$ cat src/rtl/alu_pkg.sv
// Shared definitions for the 4-bit ALU and its command front end.
package alu_pkg;

    localparam int ALU_DW  = 4;
    localparam int ALU_OPW = 3;

    typedef enum logic [ALU_OPW-1:0] {
        OP_ADD = 3'b000,
        OP_SUB = 3'b001,
        OP_AND = 3'b010,
        OP_OR  = 3'b011,
        OP_XOR = 3'b100
    } alu_op_e;

    // One buffered response: result, the opcode that produced it, illegal-op flag.
    typedef struct packed {
        logic [ALU_DW-1:0]  result;
        logic [ALU_OPW-1:0] op;
        logic               err;
    } alu_rsp_t;

    // Legal opcodes are OP_ADD through OP_XOR; 101-111 are illegal.
    function automatic logic is_legal_op(input logic [ALU_OPW-1:0] op);
        return (op <= OP_XOR);
    endfunction

endpackage

$ cat src/rtl/alu_rsp_fifo.sv
// Synchronous response FIFO. Pointers carry one extra bit so that
// full (MSBs differ, rest equal) and empty (all equal) are distinct.
// The head output reads as zero whenever the FIFO is empty.
module alu_rsp_fifo
    import alu_pkg::*;
#(
    parameter int W     = 8,
    parameter int DEPTH = 4,
    localparam int AW   = $clog2(DEPTH)
) (
    input  logic          clk,
    input  logic          rst_n,
    input  logic          push,
    input  logic [W-1:0]  din,
    input  logic          pop,
    output logic [W-1:0]  dout,
    output logic          full,
    output logic          empty,
    output logic [AW:0]   count
);

    logic [W-1:0] mem_q [DEPTH];
    logic [W-1:0] mem_d [DEPTH];
    logic [AW:0]  wr_ptr_q, wr_ptr_d;
    logic [AW:0]  rd_ptr_q, rd_ptr_d;

    assign empty = (wr_ptr_q == rd_ptr_q);
    assign full  = (wr_ptr_q[AW] != rd_ptr_q[AW]) &&
                   (wr_ptr_q[AW-1:0] == rd_ptr_q[AW-1:0]);
    assign count = wr_ptr_q - rd_ptr_q;
    assign dout  = empty ? '0 : mem_q[rd_ptr_q[AW-1:0]];

    // Next pointers and storage; push and pop in one cycle are both honoured.
    always_comb begin
        mem_d    = mem_q;
        wr_ptr_d = wr_ptr_q;
        rd_ptr_d = rd_ptr_q;
        if (push && !full) begin
            mem_d[wr_ptr_q[AW-1:0]] = din;
            wr_ptr_d = wr_ptr_q + (AW+1)'(1);
        end
        if (pop && !empty) begin
            rd_ptr_d = rd_ptr_q + (AW+1)'(1);
        end
    end

    // State registers; reset flushes the buffer.
    always_ff @(posedge clk or negedge rst_n) begin
        if (!rst_n) begin
            wr_ptr_q <= '0;
            rd_ptr_q <= '0;
            for (int i = 0; i < DEPTH; i++) begin
                mem_q[i] <= '0;
            end
        end else begin
            wr_ptr_q <= wr_ptr_d;
            rd_ptr_q <= rd_ptr_d;
            mem_q    <= mem_d;
        end
    end

endmodule

$ cat src/rtl/alu_cmd_driver.sv
// Command front end for the combinational ALU: registers an accepted
// command onto the ALU inputs, captures the result one cycle later and
// queues {result, op, err} for the consumer.
//
// Handshakes: a transfer happens on a rising edge where valid && ready are
// both high. valid, once raised, holds its payload until the transfer;
// ready may depend on internal state only, never on the same-cycle valid.
module alu_cmd_driver
    import alu_pkg::*;
#(
    parameter int DW         = 4,
    parameter int OPW        = 3,
    parameter int FIFO_DEPTH = 4
) (
    input  logic           clk,
    input  logic           rst_n,
    input  logic           cmd_valid,
    output logic           cmd_ready,
    input  logic [DW-1:0]  cmd_a,
    input  logic [DW-1:0]  cmd_b,
    input  logic [OPW-1:0] cmd_op,
    output logic [DW-1:0]  alu_a,
    output logic [DW-1:0]  alu_b,
    output logic [OPW-1:0] alu_op,
    input  logic [DW-1:0]  alu_result,
    output logic           rsp_valid,
    input  logic           rsp_ready,
    output logic [DW-1:0]  rsp_result,
    output logic [OPW-1:0] rsp_op,
    output logic           rsp_err,
    output logic [7:0]     op_count
);

    localparam int AW = $clog2(FIFO_DEPTH);
    localparam int RW = DW + OPW + 1;
    localparam logic [AW:0] DEPTH_CNT = (AW+1)'(FIFO_DEPTH);

    typedef enum logic {
        IDLE = 1'b0,
        EXEC = 1'b1
    } state_e;

    state_e         state_q, state_d;
    logic [DW-1:0]  alu_a_q, alu_a_d;
    logic [DW-1:0]  alu_b_q, alu_b_d;
    logic [OPW-1:0] alu_op_q, alu_op_d;
    logic           err_q, err_d;
    logic [7:0]     op_count_q, op_count_d;

    logic           fifo_push;
    logic           fifo_pop;
    logic [RW-1:0]  fifo_din;
    logic [RW-1:0]  fifo_dout;
    logic           fifo_full;
    logic           fifo_empty;
    logic [AW:0]    fifo_count;

    // Space check uses registered occupancy only, so a same-cycle pop never
    // opens the door early.
    logic           fifo_has_space;
    assign fifo_has_space = (fifo_count < DEPTH_CNT);

    // Next-state, ALU input load and result capture.
    always_comb begin
        state_d    = state_q;
        alu_a_d    = alu_a_q;
        alu_b_d    = alu_b_q;
        alu_op_d   = alu_op_q;
        err_d      = err_q;
        op_count_d = op_count_q;
        cmd_ready  = 1'b0;
        fifo_push  = 1'b0;
        case (state_q)
            IDLE: begin
                cmd_ready = fifo_has_space;
                if (cmd_valid && fifo_has_space) begin
                    alu_a_d  = cmd_a;
                    alu_b_d  = cmd_b;
                    alu_op_d = cmd_op;
                    err_d    = !is_legal_op(cmd_op);
                    state_d  = EXEC;
                end
            end
            EXEC: begin
                // Space was reserved at accept; the full guard is belt and braces.
                fifo_push  = !fifo_full;
                op_count_d = op_count_q + 8'd1;
                state_d    = IDLE;
            end
            default: state_d = IDLE;
        endcase
    end

    // FSM, ALU input and counter registers.
    always_ff @(posedge clk or negedge rst_n) begin
        if (!rst_n) begin
            state_q    <= IDLE;
            alu_a_q    <= '0;
            alu_b_q    <= '0;
            alu_op_q   <= '0;
            err_q      <= 1'b0;
            op_count_q <= '0;
        end else begin
            state_q    <= state_d;
            alu_a_q    <= alu_a_d;
            alu_b_q    <= alu_b_d;
            alu_op_q   <= alu_op_d;
            err_q      <= err_d;
            op_count_q <= op_count_d;
        end
    end

    assign fifo_din = {alu_result, alu_op_q, err_q};
    assign fifo_pop = rsp_valid && rsp_ready;

    alu_rsp_fifo #(
        .W     (RW),
        .DEPTH (FIFO_DEPTH)
    ) u_fifo (
        .clk   (clk),
        .rst_n (rst_n),
        .push  (fifo_push),
        .din   (fifo_din),
        .pop   (fifo_pop),
        .dout  (fifo_dout),
        .full  (fifo_full),
        .empty (fifo_empty),
        .count (fifo_count)
    );

    assign alu_a      = alu_a_q;
    assign alu_b      = alu_b_q;
    assign alu_op     = alu_op_q;
    assign op_count   = op_count_q;
    assign rsp_valid  = !fifo_empty;
    assign rsp_result = fifo_dout[RW-1 -: DW];
    assign rsp_op     = fifo_dout[OPW:1];
    assign rsp_err    = fifo_dout[0];

endmodule

$ cat config.mk
export PLATFORM = sky130hd
export DESIGN_NAME = alu_cmd_driver
export DESIGN_NICKNAME = d
export VERILOG_FILES = /design/src/rtl/alu_pkg.sv /design/src/rtl/alu_rsp_fifo.sv /design/src/rtl/alu_cmd_driver.sv
export SDC_FILE = /design/constraint.sdc
export NUM_CORES = 1
export LEC_CHECK = 0
export BUFFER_PORTS_ARGS = -buffer_cell sky130_fd_sc_hd__buf_2
export CAP_MARGIN = 30
export CORE_MARGIN = 5
export CORE_UTILIZATION = 56
export CTS_BUF_LIST = sky130_fd_sc_hd__clkbuf_4
export CTS_CLUSTER_SIZE = 40
export DETAILED_ROUTE_END_ITERATION = 8
export HOLD_SLACK_MARGIN = 0.1
export MAX_ROUTING_LAYER = met4
export PLACE_DENSITY = 0.8
export SLEW_MARGIN = 40
export SYNTH_ARGS = -nofsm -noshare
export SYNTH_HDL_FRONTEND = slang
export SYNTH_SLANG_ARGS = --single-unit
export TNS_END_PERCENT = 1
$ cat constraint.sdc
create_clock -name clk -period 7 [get_ports clk]
set_clock_uncertainty 0.15 [all_clocks]
set_input_delay 1.4 -clock clk [delete_from_list [all_inputs] [get_ports clk]]
set_output_delay 1.4 -clock clk [all_outputs]
set_load 0.01 [all_outputs]
; Yosys cells after proc, flatten, opt, wreduce, memory -nomap -nowiden
; Cells that the tools add are included.
[totals]
regBits = 59
output_inout_bits = 29
wordCells = 48
in_bits = 19
[classes]
bitwise = 3
n_eq_ne = 3
add_sub_neg = 4
muxes = 11
n_lt_le_gt_ge = 5
n_reduce_logical = 10
[ops]
columns = cell, n
row1 = $bwmux 32, 1
row2 = $mux 8, 4
row3 = $bmux 8 s2, 1
row4 = $demux 8 s2, 1
row5 = $add 8x1->8 const B, 1
row6 = $add 3x1->3 const B, 2
row7 = $ge 3x3->1 const B, 2
row8 = $logic_and 1x1->1, 6
row9 = $not 2->3, 2
row10 = $eq 3x3->1, 1
row11 = $le 3x3->1 const B, 1
row12 = $logic_not 1->1, 3
row13 = $lt 3x1->1 const B, 1
row14 = $lt 3x3->1 const B, 1
row15 = $mux 1, 3
row16 = $sub 3x3->3, 1
row17 = $eq 2x2->1, 1
row18 = $pmux 1 s2, 1
row19 = $reduce_and 2->1, 1
row20 = $ne 1x1->1, 1
row21 = $not 1->1, 1

; Logic depth before layout (Yosys ltp)
; Gate-level depths: netlist of the first run.
[logic_depth]
depth_word = 6
ltp_mapped = 8
depth_no_buf = 6

; Modules after synthesis
; Synthesis of the first run repeated with hierarchy kept, for this count alone.
[unflattened]
hier_cells = 189
area_unflattened_um2 = 2768.9
[modules_own_cells]
columns = mod, instances, cells_per_inst, area_each_um2
row1 = alu_rsp_fifo, 1, 129, 1883.1
row2 = alu_cmd_driver, 1, 60, 885.8

; Worst setup path after synthesis of the first run
; OpenSTA, ideal clock, no wires.
[synth_path]
path_type = register to output
from = register u_fifo.rd_ptr_q[1]
to = output port cmd_ready
slack_ps = 3723
arrival_ps = 1727
path_stages_with_launch = 7
path_buffers = 1
path_cell_list = dfrtp_1 > clkbuf_1 > inv_1 > ha_1 > nor2b_1 > or3_4 > a21oi_1
[synth_via]
elab_chain_len = 3
[synth_lines]
columns = item, line_no
row1 = start: declaration, alu_rsp_fifo.sv:25  ; logic [AW:0] rd_ptr_q, rd_ptr_d;
row2 = start signal: assignment, alu_rsp_fifo.sv:57  ; rd_ptr_q <= rd_ptr_d;
row3 = $sub 3x3->3, alu_rsp_fifo.sv:30  ; assign count = wr_ptr_q - rd_ptr_q;
row4 = $lt 3x3->1, alu_cmd_driver.sv:61  ; assign fifo_has_space = (fifo_count < DEPTH_CNT);
row5 = $mux 1, alu_cmd_driver.sv:73  ; case (state_q)
row6 = end: declaration, alu_cmd_driver.sv:18  ; output logic cmd_ready,
; Every way passes these cells.

; Final worst setup path of the first run
; Ends and elaborated chain as after synthesis.

==> reports/summary.txt, run 1 <==
run status: completed
Detailed Place HPWL: 3370 um
setup bufs post-CTS: 0
Seq/Total Area, Yosys: 56.54%
Final #Nets: 257
Least-Margin Pin Slew: 0.7709 ns
fill cell count: 342
Hold Path Depth: 1
Leak Pwr: 1.404 nW
syn_area_per_cell: 14.75 um^2
CP Launch Type: flip-flop
setup tns final: 0 ns
Syn Inst Count: 177
DR WL/cell: 16.78 um
DR top layer: met4
Post-synth EDFFs: 0
number of instances resized during post-cts repair: 0
Worst R2R Start: u_fifo.rd_ptr_q[1]
Initial Util: 58.76%
RSZ-0062 raised after global routing: no
cells on worst reg2reg path: 6
initial antenna violation count: 0
worst-skew pair later-pin latency: 0.38 ns
Worst-path clk slew: 0.09 ns
Hold Fails Final Rpt: 0
Synth Register Bits: 59
Yosys warning total: 0
antenna diode count: 0
cells along the critical path: inv_1 > ha_1 > nor2b_1 > or3_4 > a21oi_1 > buf_2
Top FF cell, synth: dfrtp_1
number of cells on the critical path: 6
CP max stage delay: 0.62 ns
Worst Hold End: op_count[7]
arrival time at the worst endpoint: 2.19 ns
Max-slew headroom: 48.61%
routability cong.: 0.7734
# setup viols final: 0
met3 wire length: 211 um
buffer and inverter count on the worst path: 2
Post-synth top cells: dfrtp_1 (59), mux2_2 (45), nand2_1 (10)
Min-Delay Startpoint: op_count[7]
CTS Buf Count: 9
Setup crit end kind: output port
width of the die: 78.29 um
PnR Total Power: 1.504 mW
Distinct cells, synth: 23
clk sink count: 59
IO Port Bufs: 47
antenna-violating nets left: 0
# IOs: 48
Total GRT Usage: 18.34%
Yosys top cell area share: 56.54%
TritonRoute pass-1 iters: 4
layout cells sized above 1: 50.43%
RR Endpoint: alu_b[1]
Met1 Wirelength: 2169 um
largest net degree at the start of global routing: 60
Max Clk Rate: 267.1 MHz
# rows: 24
Detailed Route Iter0 Violations: 52
Synth area leaders: dfrtp_1 (57%), mux2_2 (19%), mux4_2 (6.9%)
CP max FO: 11
grt ovf: 0
count leader, synth: dfrtp_1
kind of critical path: reg2out
Post-CTS Hold Buffers: 0
Clock Tree Root: clkbuf_4
Routed met2 length: 2345 um
final WL: 4800 um
multi-input logic area: 1087 um^2
routed vias: 1,538
CTS tree: done
CP Data Required Time: 5.45 ns
Min-Delay Path Class: reg2reg
asr flop ratio synth: 100.0%
Avg Vias per Cell: 5.378
CTS Buffer Depth: 2
internal reg-to-reg setup slack: 4.19 ns
Storage cell area: 1476 um^2
crit share post-route: 53.49%
htree depth: 3
Syn Nets: 204
core area: 4444 um^2
Mapped Area: 2611 um^2
DIE AREA: 6129 um^2
area delta synth->final: 14.42%
Post-route DRC: 0
global-route wire length before repair: 8176 um
Crit path max-delay family: flip-flops
number of global-route vias before repair: 1,729
Final min period: 3.744 ns
die height: 78.29 um
CP max-delay cell: dfrtp_1
Yosys top cell by area: dfrtp_1
maximum vdd drop: 0.2499 mV
Max-cap violations: 0
Slew Limit Fails: 0
Cell Pwr Density: 503.5 nW/um^2
==> power breakdown <==
part / switching [mW] / internal [mW] / total, mW
Sequential: 0.135 / 0.506 / 0.641
Clock: 0.112 / 0.0763 / 0.189
Combinational: 0.291 / 0.385 / 0.675
Total: 0.537 / 0.967 / 1.50
==> final cells by class <==
| class | instances | area share, % |
|---|---|---|
| Clock buffer | 11 | 2.764 |
| Tap cell | 52 | 2.178 |
| Clock inverter | 4 | 0.6281 |
| Sequential cell | 59 | 49.41 |
| Timing Repair Buffer | 48 | 8.124 |
| Multi-Input combinational cell | 108 | 36.39 |
| Inverter | 4 | 0.5025 |
==> metal layers <==
layer | global-route usage, % | vias to the layer above
met5 | - | -
met1 | 23.18 | 773
met2 | 26.80 | 31
met4 | 8.741 | 0
met3 | 6.064 | 6
li1 | - | 728
==> sequential cells by signal, indices dropped and copies added (netlist names) <==
name and flops:
u_fifo.mem_q 32, op_count 8, alu_a 4, alu_b 4, alu_op 3, u_fifo.rd_ptr_q 3, u_fifo.wr_ptr_q 3, err_q 1
state_q 1
==> kinds of logic (layout without fill, tap and decap cells) <==
| group | count (synthesis) | after routing | share of synthesized area (%) |
|---|---|---|---|
| AO/OA/AOI/OAI | 6 | 6 | 1.389 |
| XOR/XNOR | 12 | 12 | 4.025 |
| adder cells (fa/ha/maj) | 8 | 8 | 3.833 |
| buffers and inverters | 10 | 67 | 1.821 |
| flip-flops | 59 | 59 | 56.54 |
| multiplexers | 54 | 54 | 26.69 |
| AND/OR/NAND/NOR | 28 | 28 | 5.702 |
==> how the worst max path moves through the flow <==
stage | start | to
2_1_floorplan | u_fifo.rd_ptr_q[1] | cmd_ready
3_3_place_gp | u_fifo.rd_ptr_q[1] | cmd_ready
3_5_place_dp | u_fifo.rd_ptr_q[1] | cmd_ready
4_1_cts | u_fifo.rd_ptr_q[1] | cmd_ready
5_1_grt | u_fifo.rd_ptr_q[1] | cmd_ready
6_report | u_fifo.rd_ptr_q[1] | cmd_ready
==> metrics by stage <==
step,cell area (um^2),hold WS [ns],util [%],setup WS (ns),std cells
6_report,2988,0.3203,67.23,3.256,286
5_1_grt,2988,0.3747,67.23,3.064,286
4_1_cts,2988,0.3253,67.23,3.220,286
3_5_place_dp,2887,0.3074,64.95,3.670,271
3_3_place_gp,2887,0.3058,64.95,3.689,271
2_1_floorplan,2611,0.3153,-,3.723,177
==> cell usage in the layout (no fill, tap or decap), drive strengths merged <==
cell | Yosys | final
a21oi | 2 | 2
and2 | 8 | 8
buf | 3 | 48
clkbuf | 3 | 11
clkinv | 0 | 4
dfrtp | 59 | 59
ha | 8 | 8
inv | 4 | 4
mux2 | 45 | 45
mux2i | 1 | 1
mux4 | 8 | 8
nand2 | 10 | 10
nand3 | 3 | 3
nand4 | 2 | 2
nor2 | 2 | 2
nor2b | 1 | 1
o21a | 1 | 1
o21ai | 3 | 3
or2b | 1 | 1
or3 | 1 | 1
xnor2 | 9 | 9
xor2 | 3 | 3
Power figures use the tool's default switching activity.
==> run 2: changes to the inputs <==
--- a/config.mk
+++ b/config.mk
@@ -8,13 +8,13 @@
 export BUFFER_PORTS_ARGS = -buffer_cell sky130_fd_sc_hd__buf_2
 export CAP_MARGIN = 30
 export CORE_MARGIN = 5
-export CORE_UTILIZATION = 56
+export CORE_UTILIZATION = 52
 export CTS_BUF_LIST = sky130_fd_sc_hd__clkbuf_4
 export CTS_CLUSTER_SIZE = 40
 export DETAILED_ROUTE_END_ITERATION = 8
 export HOLD_SLACK_MARGIN = 0.1
 export MAX_ROUTING_LAYER = met4
-export PLACE_DENSITY = 0.8
+export PLACE_DENSITY = 0.78
 export SLEW_MARGIN = 40
 export SYNTH_ARGS = -nofsm -noshare
 export SYNTH_HDL_FRONTEND = slang
==> constraint.sdc (replaced) <==
create_clock -name clk -period 3.22 [get_ports clk]
set_clock_uncertainty 0.15 [all_clocks]
set_input_delay 0.644 -clock clk [delete_from_list [all_inputs] [get_ports clk]]
set_output_delay 0.644 -clock clk [all_outputs]
set_load 0.01 [all_outputs]
==> run 2 against run 1 <==
- sequential share of layout area is 1.3 points lower
- sequential power is 110% higher
- worst setup slack worse by 3.0 ns
- clock power grew to 2.6 times the previous value
- non-clock buffer count is 4 higher
- global-route usage is 0.24 points lower
- final cell count is 6.6% higher
- clock-buffer cell count stayed put
- core utilization is 3.2 points lower
- via count is 0.39% higher
- die area is 6.7% higher
- largest power group unchanged
- highest routed layer unchanged
==> reports/summary.txt, run 2 (synthesis gave the netlist of run 1 again) <==
run status: completed
htree depth: 3
largest net degree at the start of global routing: 33
RR Endpoint: alu_b[2]
setup bufs post-CTS: 0
Clock Tree Root: clkbuf_4
Avg Vias per Cell: 5.062
Total GRT Usage: 18.10%
Critical Path Start: u_fifo.rd_ptr_q[1]
die height: 80.87 um
grt ovf: 0
max FFs per register: 32
Min-Delay Path Class: reg2reg
clk sink count: 59
Max-slew headroom: 70.28%
Setup crit end kind: output port
TritonRoute pass-1 iters: 4
Max Clk Rate: 336.1 MHz
DIE AREA: 6539 um^2
setup tns final: 0 ns
Reg with most FFs: u_fifo.mem_q
CP Data Required Time: 2.43 ns
crit share post-route: 92.41%
kind of critical path: reg2out
CP max FO: 11
CTS tree: done
Slew Limit Fails: 0
Initial Util: 54.56%
number of global-route vias before repair: 1,673
worst-skew pair later-pin latency: 0.39 ns
Detailed Route Iter0 Violations: 84
# setup viols final: 0
internal reg-to-reg setup slack: 0.75 ns
CTS Buffer Depth: 2
Leak Pwr: 1.431 nW
antenna diode count: 0
Final #Nets: 261
routability cong.: 0.7633
fin worst setup slack: 0.2445 ns
Hold Fails Final Rpt: 0
layout cells sized above 1: 50.42%
Max-cap violations: 0
global-route wire length before repair: 8349 um
PnR Total Power: 3.361 mW
most common cell after layout, fill and taps aside: dfrtp_1
routed vias: 1,544
width of the die: 80.87 um
area delta synth->final: 17.39%
antenna-violating nets left: 0
IO Port Bufs: 47
initial antenna violation count: 0
CTS Buf Count: 9
fill cell count: 378
CP Launch Type: flip-flop
Worst setup endpoint: cmd_ready
Final min period: 2.976 ns
Least-Margin Pin Slew: 0.4447 ns
Worst-path clk slew: 0.09 ns
RSZ-0062 raised after global routing: no
pre-CTS WS: 0.6388 ns
final WL: 4832 um
# IOs: 48
leading cell types in the layout, fill and taps excluded: dfrtp_1 (59), buf_2 (46), mux2_2 (45), clkbuf_4 (11), nand2_1 (10)
arrival time at the worst endpoint: 2.18 ns
Worst R2R Start: u_fifo.rd_ptr_q[1]
maximum vdd drop: 0.5495 mV
cells on worst reg2reg path: 7
DR WL/cell: 15.84 um
Detailed Place HPWL: 3433 um
Post-route DRC: 0
# rows: 25
Cell Pwr Density: 1096 nW/um^2
core area: 4786 um^2
run 2: cell count changes in the layout (fill, tap and decap cells not counted), sizes merged:
cell         previous run  this run
dlygate4sd3             0         1
clkinv                  4         3
buf                    48        51
bufinv                  0         1
run 2: through the flow:
stage / cells / util (%) / hold slack, ns / area, um^2
2_1_floorplan: 177 / - / 0.1984 / 2611
3_3_place_gp: 289 / 61.18 / 0.3081 / 2928
3_5_place_dp: 289 / 61.18 / 0.3073 / 2928
4_1_cts: 304 / 63.79 / 0.1473 / 3053
5_1_grt: 305 / 64.05 / 0.3097 / 3065
6_report: 305 / 64.05 / 0.3222 / 3065
run 2: worst max-delay path: stages (launching register included):
cell and delay, ns:
dfrtp_1 0.62, inv_1 0.09, ha_1 0.33, nor2b_1 0.15, or3_4 0.33, a21oi_1 0.14, buf_2 0.15
run 2: routing by layer:
metal / GRT usage, % / routed length, um / share of wire [%]
met5: - / 0 / 0
met4: 8.108 / 91 / 1.9
met3: 5.432 / 233 / 4.8
met2: 27.34 / 2380 / 49
met1: 22.57 / 2126 / 44
run 2: cell type report:
type	count	area, um^2	area share [%]
clock buffer	11	82.58	2.694
clock inverter	4	42.54	1.388
inverter	4	15.01	0.4898
multi-input combinational	108	1087	35.47
sequential	59	1476	48.16
tap	67	83.83	2.735
timing repair buffer	52	277.8	9.061
run 2: report_power, final:
group / internal (mW) / switching (mW) / total [mW] / leakage [nW]
clock network: 0.244 / 0.250 / 0.494 / 0.0718
logic: 0.855 / 0.651 / 1.51 / 0.647
registers: 1.10 / 0.261 / 1.36 / 0.712
total: 2.20 / 1.16 / 3.36 / 1.43
run 2: what timing repair did:
| action | in CTS | in global routing |
|---|---|---|
| gates resized for setup | 0 | 0 |
| hold endpoints to repair | 0 | 30 |
| hold buffers | 0 | 1 |
run 2: worst min path at each step:
| stage | startpoint | end | cells past startpoint |
|---|---|---|---|
| after floorplan | rst_n | alu_a[0] | 0 |
| after global placement | op_count[7] | op_count[7] | 1 |
| after detailed placement | op_count[7] | op_count[7] | 1 |
| after CTS | rst_n | u_fifo.mem_q[15] | 1 |
| after global routing | cmd_b[0] | alu_b[0] | 2 |
| final | op_count[7] | op_count[7] | 1 |
==> run 3: changes to the inputs <==
--- a/config.mk
+++ b/config.mk
@@ -5,6 +5,7 @@
 export SDC_FILE = /design/constraint.sdc
 export NUM_CORES = 1
 export LEC_CHECK = 0
+export ABC_AREA = 1
 export BUFFER_PORTS_ARGS = -buffer_cell sky130_fd_sc_hd__buf_2
 export CAP_MARGIN = 30
 export CORE_MARGIN = 5
@@ -14,7 +15,7 @@
 export DETAILED_ROUTE_END_ITERATION = 8
 export HOLD_SLACK_MARGIN = 0.1
 export MAX_ROUTING_LAYER = met4
-export PLACE_DENSITY = 0.78
+export PLACE_DENSITY = 0.77
 export SLEW_MARGIN = 40
 export SYNTH_ARGS = -nofsm -noshare
 export SYNTH_HDL_FRONTEND = slang
==> run 3 against run 2 <==
- combinational power up 15%
- sequential share of layout area down 2.5 points
- critical path type unchanged
- highest routed layer unchanged
- critical path depth rose by 2
- largest cell class unchanged
==> reports/summary.txt, run 3 <==
CTS Buffer Depth: 2
Yosys top cell by area: dfrtp_1
TritonRoute pass-1 iters: 4
kind of critical path: reg2out
worst-skew pair later-pin latency: 0.40 ns
Top FF cell, synth: dfrtp_1
CP Data Required Time: 2.43 ns
IO Port Bufs: 47
setup tns final: 0 ns
syn_area_per_cell: 9.210 um^2
# placed instances: 423
global-route wire length before repair: 10,250 um
Post-synth EDFFs: 0
antenna diode count: 0
largest net degree at the start of global routing: 32
maximum vdd drop: 0.5200 mV
Initial Util: 53.00%
Min-Delay Path Class: in2async
Avg Vias per Cell: 5.062
Hold Fails Final Rpt: 0
Yosys top cell area share: 51.22%
core area: 5439 um^2
Yosys warning total: 0
Final #Nets: 389
Least-Margin Pin Slew: 0.6997 ns
max FFs per register: 32
Detailed Place HPWL: 4173 um
Worst R2R Start: u_fifo.rd_ptr_q[1]
routed vias: 2,222
Hold WS: 0.1294 ns
Total GRT Usage: 18.70%
Setup crit end kind: output port
number of global-route vias before repair: 2,265
htree depth: 3
Mapped Area: 2883 um^2
Detailed Route Iter0 Violations: 111
Max Clk Rate: 342.3 MHz
clk sink count: 59
cells on worst reg2reg path: 8
die height: 84.46 um
Worst-path clk slew: 0.09 ns
CTS tree: done
multi-input logic area: 1217 um^2
antenna-violating nets left: 0
routability cong.: 0.8076
crit share post-route: 90.74%
Reg with most FFs: u_fifo.mem_q
fill cell count: 482
setup bufs post-CTS: 0
Post-synth top cells: nand2_1 (74), dfrtp_1 (59), nor2_1 (36)
final WL: 5902 um
# rows: 27
Post-route DRC: 0
DR WL/cell: 13.44 um
area delta synth->final: 12.15%
layout cells sized above 1: 26.98%
Distinct cells, synth: 26
CP max FO: 13
Final min period: 2.922 ns
run status: completed
# setup viols final: 0
count leader, synth: nand2_1
Storage cell area: 1478 um^2
most common cell after layout, fill and taps aside: nand2_1
DIE AREA: 7133 um^2
CP Launch Type: flip-flop
Seq/Total Area, Yosys: 51.22%
width of the die: 84.46 um
arrival time at the worst endpoint: 2.13 ns
count of non-filler cells in the finished layout: 439
CTS Buf Count: 9
# IOs: 48
Slew Limit Fails: 0
RR Endpoint: alu_a[1]
Clock Tree Root: clkbuf_4
leading cell types in the layout, fill and taps excluded: nand2_1 (74), dfrtp_1 (58), buf_2 (47), nor2_1 (36), inv_1 (20)
Synth Register Bits: 59
Leak Pwr: 1.671 nW
asr flop ratio synth: 100.0%
Max-slew headroom: 53.36%
Synth area leaders: dfrtp_1 (51%), nand2_1 (9.6%), o21ai_2 (5.2%)
Syn Inst Count: 313
Syn Nets: 340
internal reg-to-reg setup slack: 1.21 ns
RSZ-0062 raised after global routing: no
Max-cap violations: 0
Cell Pwr Density: 1083 nW/um^2
grt ovf: 0
initial antenna violation count: 0
-- run 3: cell types whose count changed after synthesis, sizes merged, moves of 4 or more --
cell   before  now
and2        8    0
nor2        2   38
nand3       3   18
buf         3   11
mux2       45    0
a21oi       2   11
xnor2       9    3
inv         4   22
xor2        3    7
mux4        8    0
o21ai       3   49
nand2      10   81
-- run 3: through the flow --
| stage | area, um^2 | power (mW) | setup slack (ns) | util, % |
|---|---|---|---|---|
| floorplan | 2883 | 2.634 | 0.8022 | - |
| finish | 3233 | 3.501 | 0.2982 | 59.44 |
| CTS | 3232 | 3.532 | 0.1691 | 59.42 |
| global placement | 3124 | 3.029 | 0.6600 | 57.44 |
| global route | 3233 | 3.843 | 0.1261 | 59.44 |
| detailed placement | 3124 | 3.092 | 0.6126 | 57.44 |
-- run 3: critical path, cell delays in order, from the launching register on --
cell and delay [ns]:
dfrtp_2 0.48, inv_2 0.19, ha_1 0.32, nand2_1 0.09, nand2_1 0.07, nand2_2 0.09, nand2_2 0.06, nor2_4 0.23
buf_2 0.19
-- run 3: logic make-up (layout without fill, tap and decap cells) --
family	count (synthesis)	after routing	synth area share, %
buffers and inverters	34	88	6.553
flip-flops	59	59	51.22
AND/OR/NAND/NOR	141	141	22.83
XOR/XNOR	10	10	3.038
AO/OA/AOI/OAI	61	61	12.89
adder cells (fa/ha/maj)	8	8	3.472
-- run 3: timing repair --
item                       CTS  global route
gates resized for setup      0             1
hold buffers                 0             0
setup endpoints to repair    0             1
-- run 3: worst max path at each step --
stage	startpoint	end	slack (ns)
2_1_floorplan	u_fifo.rd_ptr_q[1]	rsp_err	0.80
3_3_place_gp	u_fifo.rd_ptr_q[1]	cmd_ready	0.66
3_5_place_dp	u_fifo.rd_ptr_q[1]	cmd_ready	0.61
4_1_cts	u_fifo.rd_ptr_q[1]	cmd_ready	0.17
5_1_grt	u_fifo.rd_ptr_q[1]	cmd_ready	0.13
6_report	u_fifo.rd_ptr_q[1]	cmd_ready	0.30
-- run 3: layout make-up --
| class | count | area share [%] |
|---|---|---|
| Clock buffer | 12 | 2.786 |
| Clock inverter | 4 | 0.5418 |
| Inverter | 22 | 2.554 |
| Multi-Input combinational cell | 220 | 37.65 |
| Sequential cell | 59 | 45.70 |
| Tap cell | 72 | 2.786 |
| Timing Repair Buffer | 50 | 7.972 |
-- run 3: report_power, final --
group          total [mW]  internal, mW  switching (mW)  leakage, nW
Clock               0.435         0.178           0.257       0.0662
Sequential           1.34          1.08           0.261        0.737
Combinational        1.73         0.656            1.07        0.868
-- run 3: routing by layer --
metal	up-vias	GRT usage [%]	wire, um
li1	1117	-	-
met1	1045	22.64	2623
met2	52	29.27	2921
met3	8	5.103	265
met4	0	8.489	91
met5	-	-	0
